File: config.mk
export PLATFORM = sky130hd
export DESIGN_NAME = fetch_unit
export DESIGN_NICKNAME = d
export VERILOG_FILES = /design/src/rtl/fetch_pkg.sv /design/src/rtl/fetch_fifo.sv /design/src/rtl/fetch_unit.sv
export SDC_FILE = /design/constraint.sdc
export NUM_CORES = 1
export LEC_CHECK = 0
export CELL_PAD_IN_SITES_DETAIL_PLACEMENT = 1
export CELL_PAD_IN_SITES_GLOBAL_PLACEMENT = 2
export CORE_UTILIZATION = 36
export DETAILED_ROUTE_END_ITERATION = 16
export GPL_TIMING_DRIVEN = 1
export PLACE_DENSITY = 0.9
export SYNTH_ARGS = -nofsm -noshare
export SYNTH_HDL_FRONTEND = slang
export SYNTH_SLANG_ARGS = --single-unit
File: constraint.sdc
create_clock -name clk -period 13.1 [get_ports clk]
set_input_delay 1.965 -clock clk [delete_from_list [all_inputs] [get_ports clk]]
set_output_delay 1.965 -clock clk [all_outputs]
set_load 0.005 [all_outputs]
File: src/rtl/fetch_pkg.sv
// Shared fetch types and decode field positions.
// The top's optional misalignment trap is enabled by FETCH_MISALIGN_TRAP_EN.
package fetch_pkg;

  typedef enum logic [1:0] {IDLE, RUN, DRAIN, HALT} fetch_state_t;

  localparam int FETCH_XLEN = 32;
  localparam int PC_STEP    = 4;

  localparam int OP_HI = 6;
  localparam int OP_LO = 2;
  localparam int F3_HI = 14;
  localparam int F3_LO = 12;

  typedef struct packed {
    logic [FETCH_XLEN-1:0] pc;
    logic [31:0]           instr;
  } fetch_entry_t;

  function automatic logic [OP_HI-OP_LO:0] instr_op(input logic [31:0] instr);
    return instr[OP_HI:OP_LO];
  endfunction

  function automatic logic [F3_HI-F3_LO:0] instr_f3(input logic [31:0] instr);
    return instr[F3_HI:F3_LO];
  endfunction

endpackage

File: src/rtl/fetch_fifo.sv
// In-order instruction buffer; pointers carry an extra MSB so full/empty
// are distinguished without a separate counter.
module fetch_fifo
  import fetch_pkg::*;
#(
  parameter type entry_t = fetch_entry_t,
  parameter int  DEPTH   = 2,
  localparam int AW      = $clog2(DEPTH)
) (
  input  logic        clk,
  input  logic        rst,
  input  logic        push,
  input  logic        pop,
  input  logic        flush,
  input  entry_t      wdata,
  output entry_t      rdata,
  output logic        empty,
  output logic [AW:0] count
);

  entry_t [DEPTH-1:0] mem;
  logic   [AW:0]      wptr, rptr;

  assign count = wptr - rptr;
  assign empty = (wptr == rptr);
  assign rdata = mem[rptr[AW-1:0]];

  always_ff @(posedge clk) begin
    if (rst || flush) begin
      wptr <= '0;
      rptr <= '0;
    end else begin
      if (push) wptr <= wptr + (AW+1)'(1);
      if (pop)  rptr <= rptr + (AW+1)'(1);
    end
  end

  // Push onto a full buffer only happens alongside a pop of the same slot.
  always_ff @(posedge clk) begin
    if (push && !flush) mem[wptr[AW-1:0]] <= wdata;
  end

endmodule

File: src/rtl/fetch_unit.sv
// Instruction fetch: owns the PC, issues credit-limited word fetches, buffers responses for decode.
// Define FETCH_MISALIGN_TRAP_EN to trap misaligned redirects into HALT with a misalign_fault flag.
module fetch_unit
  import fetch_pkg::*;
#(
  parameter int              XLEN       = 32,
  parameter logic [XLEN-1:0] RESET_PC   = '0,
  parameter int              FIFO_DEPTH = 2
) (
  input  logic            clk,
  input  logic            rst,
  output logic            imem_req_valid,
  input  logic            imem_req_ready,
  output logic [XLEN-1:0] imem_req_addr,
  input  logic            imem_rsp_valid,
  input  logic [31:0]     imem_rsp_data,
  input  logic            redirect_valid,
  input  logic [XLEN-1:0] redirect_pc,
  output logic            dec_valid,
  input  logic            dec_ready,
  output logic [XLEN-1:0] dec_pc,
  output logic [31:0]     dec_instr,
  output logic [4:0]      dec_op,
  output logic [2:0]      dec_funct3
`ifdef FETCH_MISALIGN_TRAP_EN
  ,
  output logic            misalign_fault
`endif
);

  localparam int CW = $clog2(FIFO_DEPTH) + 1;

  typedef struct packed {
    logic [XLEN-1:0] pc;
    logic [31:0]     instr;
  } slot_t;

  fetch_state_t    state_q, state_d;
  logic [XLEN-1:0] fetch_pc, rsp_pc, redir_tgt;
  logic [CW-1:0]   inflight, inflight_d, drop, drop_d, fifo_count;
  logic            accept, push, pop, fifo_empty, halted, bad_align;
  slot_t           head;

`ifdef FETCH_MISALIGN_TRAP_EN
  assign bad_align = |redirect_pc[1:0];
  assign halted    = (state_q == HALT);
  assign redir_tgt = redirect_pc;

  always_ff @(posedge clk) begin
    if (rst)                 misalign_fault <= 1'b0;
    else if (redirect_valid) misalign_fault <= bad_align;
  end
`else
  assign bad_align = 1'b0;
  assign halted    = 1'b0;
  assign redir_tgt = redirect_pc & ~XLEN'(3);
`endif

  // Credit counts both outstanding fetches and buffered words so a response always has a slot.
  assign imem_req_valid = (state_q == RUN) && ((inflight + fifo_count) < CW'(FIFO_DEPTH))
                          && !redirect_valid;
  assign imem_req_addr  = fetch_pc;
  assign accept         = imem_req_valid && imem_req_ready;

  assign push      = imem_rsp_valid && !redirect_valid && (drop == '0) && !halted;
  assign dec_valid = !fifo_empty && !redirect_valid;
  assign pop       = dec_valid && dec_ready;

  assign dec_pc     = dec_valid ? head.pc    : '0;
  assign dec_instr  = dec_valid ? head.instr : '0;
  assign dec_op     = instr_op(dec_instr);
  assign dec_funct3 = instr_f3(dec_instr);

  always_comb begin
    inflight_d = inflight + CW'(accept) - CW'(imem_rsp_valid);
    drop_d     = drop;
    if (redirect_valid)
      drop_d = inflight_d;
    else if (imem_rsp_valid && drop != '0)
      drop_d = drop - CW'(1);
  end

  always_comb begin
    state_d = state_q;
    case (state_q)
      IDLE:    state_d = RUN;
      RUN:     if (redirect_valid && inflight_d != '0) state_d = DRAIN;
      DRAIN:   if (!redirect_valid && drop_d == '0) state_d = RUN;
      default: ;
    endcase
    if (redirect_valid && bad_align)
      state_d = HALT;
    else if (redirect_valid && state_q == HALT)
      state_d = (inflight_d != '0) ? DRAIN : RUN;
  end

  always_ff @(posedge clk) begin
    if (rst) begin
      state_q  <= IDLE;
      fetch_pc <= RESET_PC;
      rsp_pc   <= RESET_PC;
      inflight <= '0;
      drop     <= '0;
    end else begin
      state_q  <= state_d;
      inflight <= inflight_d;
      drop     <= drop_d;
      if (redirect_valid) begin
        fetch_pc <= redir_tgt;
        rsp_pc   <= redir_tgt;
      end else begin
        if (accept) fetch_pc <= fetch_pc + XLEN'(PC_STEP);
        if (push)   rsp_pc   <= rsp_pc + XLEN'(PC_STEP);
      end
    end
  end

  fetch_fifo #(
    .entry_t (slot_t),
    .DEPTH   (FIFO_DEPTH)
  ) u_fifo (
    .clk   (clk),
    .rst   (rst),
    .push  (push),
    .pop   (pop),
    .flush (redirect_valid),
    .wdata ('{pc: rsp_pc, instr: imem_rsp_data}),
    .rdata (head),
    .empty (fifo_empty),
    .count (fifo_count)
  );

endmodule

==> results.md <==
Cells and area:
- Compared with the post-synthesis result, the final layout area differs by 28.46%.
- Summing all non-filler instances in the final layout gives an area of 11100 um2.
- The final antenna diode count is 0.
- The share of layout cells above drive strength 1 is 5.088%.
- The sequential cell area is 5129 um2.
- The multi-input gate area in the final layout is 3142 um2.
- The final layout contains 967 nets.
- After filler insertion, the fill cell instance count of the layout stands at 2536.

Worst setup path:
- The number of cells on the worst reg-to-reg path is 11.
- Data arrives at the worst endpoint at 4.09 ns.
- The worst-case register-to-register setup slack is 9.86 ns.
- For this run, the slowest stage of the critical path takes 0.55 ns.
- The required time of the critical path is 11.14 ns.
- The startpoint of the worst-slack reg-to-reg timing path is u_fifo.rptr[0].
- The critical path start-end classification is in2out.
- The nature of the critical path startpoint is an input pin.
- The endpoint identified for the worst register-to-register timing path is state_q[0].
- The maximum fanout count along the critical path is 66.
- The critical-path cell with the highest stage delay is sky130_fd_sc_hd__buf_4.
- The most numerous cell type found on the critical path is sky130_fd_sc_hd__buf_4.
- The worst setup path is captured at an output port.
- Walking the worst path, the cells encountered are buf_2 -> buf_4 -> inv_1 -> nand2_2 -> buf_4 -> nor2_1 -> clkdlybuf4s50_1.

STA:
- For the pin with the worst max-slew slack, the measured transition is 1.112 ns.
- The number of hold violations in the final report came to 0.
- The setup total negative slack is 0 ns.
- The headroom to the max-slew limit is 25.21%.
- Setup repair after global routing left no endpoint under its margin.
- The total of endpoints with negative setup slack in the final report is 0.
- Dividing the final minimum period by the clock period gives 46.19%.
- The clock skew after layout is 0.01511 ns.
- The worst hold margin is 0.5124 ns.
- Setup slack on the critical path of the routed design comes to 7.049 ns.
- The count of final max-slew check failures is 0.
- Based on the critical path, the design can be clocked at up to 0.1653 GHz.
- After layout, the minimum clock period comes to 6.051 ns.

Flow run:
- The number of max-capacitance violations reported is 0.

Hold path:
- The worst hold path terminates at u_fifo.mem[58].
- The start point of the worst min-delay path is rsp_pc[26].
- The hold-critical path depth is 0.
- The worst hold path belongs to the class reg2reg.

Power and ir drop:
- IR analysis of the VDD net gives a maximum drop of 63.66 uV.
- The standby leakage power is 3.626 nW.
- Power spread over the standard cell area amounts to 120.2 nW/um2.

GRT:
- The leftover overflow at the end of global routing is 0.
- Global routing used 17.58% of the available tracks.
- The number of global-route vias before repair is 6122.
- The initial antenna violation count came to 0.
- Entering global routing, the biggest net connects 67 pins.
- The first global-routing pass estimated 33160 um of wire.

Synthesis:
- The primary flip-flop cell chosen by synthesis mapping is sky130_fd_sc_hd__edfxtp_1.
- After synthesis, flip-flops and latches occupy 59.29% of the total area.
- Summing the areas of all compound-gate instances in the mapped netlist gives 9.713% of the synthesized area.
- The share of flip-flops with an asynchronous set or reset is 0%.
- The portion of netlist area occupied by mux cells is 7.412%.
- Synthesis handed over a netlist of 743 instances.
- Of the total synthesized cell area, the portion taken by full adders, half adders and majority gates is 0.8686%.
- The register bit count reported by yosys is 194.
- Yosys mapped a number of flops with a built-in enable equal to 124.
- The average instance in the mapped netlist occupies 11.63 um2.
- During synthesis, Yosys emitted a total of 0 warnings.
- The simple logic cell fraction of the synthesized area is 13.13%.
- The count of unique library cells instantiated by Yosys is 46.
- The netlist area before placement is 8643 um2.
- By area, the combinational part of the netlist is dominated by simple AND/OR/NAND/NOR gates.
- The synthesized netlist devotes 4.907% of its cell area to XOR and XNOR gates.

CTS:
- The H-tree depth is 4.
- After clock tree synthesis, the setup repair step added 0 buffers.
- The clock drives 194 sinks.
- No sink is reached through more buffers than the 2 on the longest clock path.
- The CTS buffer count is 17.
- The cell at the root of the clock tree is sky130_fd_sc_hd__clkbuf_16.
- Clock-pin slew was measured on the worst setup and hold paths at 0.07 ns.
- The insertion delay of the later-clocked pin in the worst-skew pair is 0.43 ns.
- The TritonCTS clock tree is built.
- Buffers inserted to repair hold after CTS numbered 0.
- The post-cts gate resize count is 0.

Placement:
- The number of buffers added on ports is 169.
- The final HPWL from detailed placement is 14470 um.
- The global placer's final weighted congestion is 0.7823.
- The cell area reported after detailed placement is 10560 um2.
- The post-placement setup slack is 7.000 ns.

Die:
- The y dimension of the die is 157.0 um.
- The die boundary width is 157.0 um.
- The initialized floorplan defines 56 standard-cell rows.
- The number of top-level design ports is 176.
- The core footprint is 23540 um2.
- The die area is 24630 um2.
- For this configuration, the core starts out at a cell density of 36.71%.

Detailed routing:
- After detailed routing, the number of remaining DRC violations is 0.
- The number of optimization iterations in the first detailed-route pass is 6.
- In this run, the number of DRC markers left after iteration 0 of detailed routing was 264.
- The count of nets left with antenna violations once routing finished came out at 0.
- Using the TritonRoute via totals, the vias-per-cell ratio works out to 5.031.
- The via count of the routed design is 6153.
- The average routed wire per standard cell is 17.37 um.
- Wires add up to 21240 um.

Run status:
- The run finished with clean final reports.
sequential cells by signal, indices dropped and copies added (netlist names):
signal / cells
imem_req_addr: 30
inflight: 2
rsp_pc: 30
u_fifo.mem: 124
drop: 2
state_q: 2
u_fifo.rptr: 2
u_fifo.wptr: 2
logic make-up (layout without fill, tap and decap cells):
logic type	count (synthesis)	in the layout
compound gates	120	120
xor+xnor	46	46
fa+ha+maj	6	6
buf+inv	90	248
flops	194	194
mux	64	64
other cells	1	4
simple gates	222	222
worst max-delay path by stage:
stage | slack (ns) | cells after the start | end | from
2_1_floorplan | 5.84 | 3 | u_fifo.mem[0] | redirect_valid
3_3_place_gp | 7.02 | 7 | dec_funct3[1] | redirect_valid
3_5_place_dp | 7.00 | 7 | dec_funct3[1] | redirect_valid
4_1_cts | 7.00 | 7 | dec_funct3[1] | redirect_valid
5_1_grt | 6.84 | 7 | dec_funct3[1] | redirect_valid
6_report | 7.05 | 7 | dec_funct3[1] | redirect_valid
area by class of cell:
class                   count  share of cell area [%]
flip-flops and latches    194                   46.19
inverters                  40                   1.352
clock inverters            14                   1.037
multi-input cells         462                   28.30
clock buffers              18                   3.865
well taps                 319                   3.595
repair buffers            176                   15.66
through the flow:
| step | utilization [%] | total power [W] | instances |
|---|---|---|---|
| 6_report | 47.16 | 0.001335 | 1223 |
| 5_1_grt | 47.16 | 0.001391 | 1223 |
| 4_1_cts | 47.16 | 0.001352 | 1223 |
| 3_5_place_dp | 44.85 | 0.0008628 | 1191 |
| 3_3_place_gp | 44.85 | 0.0008567 | 1191 |
| 2_1_floorplan | - | 0.0007943 | 746 |
layout by cell type, fill, tap and decap left out, drive strengths merged, types with 2 or more instances in the layout:
| cell | instances |
|---|---|
| o21ai | 2 |
| a21boi | 32 |
| conb | 4 |
| a31oi | 2 |
| o31a | 27 |
| edfxtp | 124 |
| and3 | 6 |
| nor2b | 4 |
| clkdlybuf4s50 | 168 |
| clkbuf | 18 |
| nand2 | 25 |
| nor2 | 77 |
| or3 | 3 |
| or2 | 4 |
| xnor2 | 27 |
| o21a | 15 |
| nand3 | 24 |
| inv | 42 |
| dfxtp | 70 |
| nor3 | 17 |
| ha | 6 |
| and4 | 9 |
| nor4 | 18 |
| clkinv | 9 |
| nor4b | 2 |
| clkinvlp | 2 |
| xor2 | 18 |
| o211ai | 2 |
| buf | 8 |
| nor3b | 2 |
| mux2i | 64 |
| a21oi | 36 |
| and2 | 3 |
| nand4 | 23 |
routing by layer:
metal | vias up | routed length [um] | GRT usage [%]
li1 | 2983 | - | -
met1 | 2995 | 10300 | 23.84
met2 | 162 | 9638 | 28.17
met3 | 13 | 1087 | 4.102
met4 | 0 | 214 | 4.575
met5 | - | 0 | 0
power by group:
group / switching (W) / leakage (nW) / internal, W
Sequential: 0.0000275 / 1.72 / 0.000686
Combinational: 0.0000652 / 1.64 / 0.0000696
Clock: 0.000225 / 0.263 / 0.000261
worst max-delay path, delay by kind of cell:
family / cells / cell delay, ns
buffers and inverters: 5 / 1.79
and+or+nand+nor: 2 / 0.27
cell usage after synthesis, types with 2 or more instances:
cell type	n	area (um2)
sky130_fd_sc_hd__nor4_1	17	106.4
sky130_fd_sc_hd__a21oi_1	36	180.2
sky130_fd_sc_hd__or2_2	4	25.02
sky130_fd_sc_hd__buf_1	9	33.78
sky130_fd_sc_hd__buf_4	12	90.09
sky130_fd_sc_hd__dfxtp_1	70	1401
sky130_fd_sc_hd__o31a_1	27	236.5
sky130_fd_sc_hd__o211ai_1	2	15.01
sky130_fd_sc_hd__xnor2_1	26	227.7
sky130_fd_sc_hd__nor2_1	77	289.0
sky130_fd_sc_hd__o21a_1	15	112.6
sky130_fd_sc_hd__nand4_1	23	143.9
sky130_fd_sc_hd__or3_1	3	18.77
sky130_fd_sc_hd__buf_2	2	10.01
sky130_fd_sc_hd__nand2_1	25	93.84
sky130_fd_sc_hd__clkbuf_1	25	93.84
sky130_fd_sc_hd__o21ai_0	2	10.01
sky130_fd_sc_hd__nor2b_1	4	25.02
sky130_fd_sc_hd__nor3b_1	2	15.01
sky130_fd_sc_hd__edfxtp_1	124	3724
sky130_fd_sc_hd__inv_1	40	150.1
sky130_fd_sc_hd__a21boi_0	32	240.2
sky130_fd_sc_hd__and3_1	6	37.54
sky130_fd_sc_hd__nand3_1	24	120.1
sky130_fd_sc_hd__nor4b_1	2	17.52
sky130_fd_sc_hd__mux2i_1	64	640.6
sky130_fd_sc_hd__and2_1	3	18.77
sky130_fd_sc_hd__a31oi_1	2	12.51
sky130_fd_sc_hd__xor2_1	18	157.7
sky130_fd_sc_hd__ha_1	6	75.07
sky130_fd_sc_hd__nor3_1	17	85.08
sky130_fd_sc_hd__and4_1	9	78.83
sky130_fd_sc_hd__buf_6	2	22.52
(Power assumes the default switching activity.)
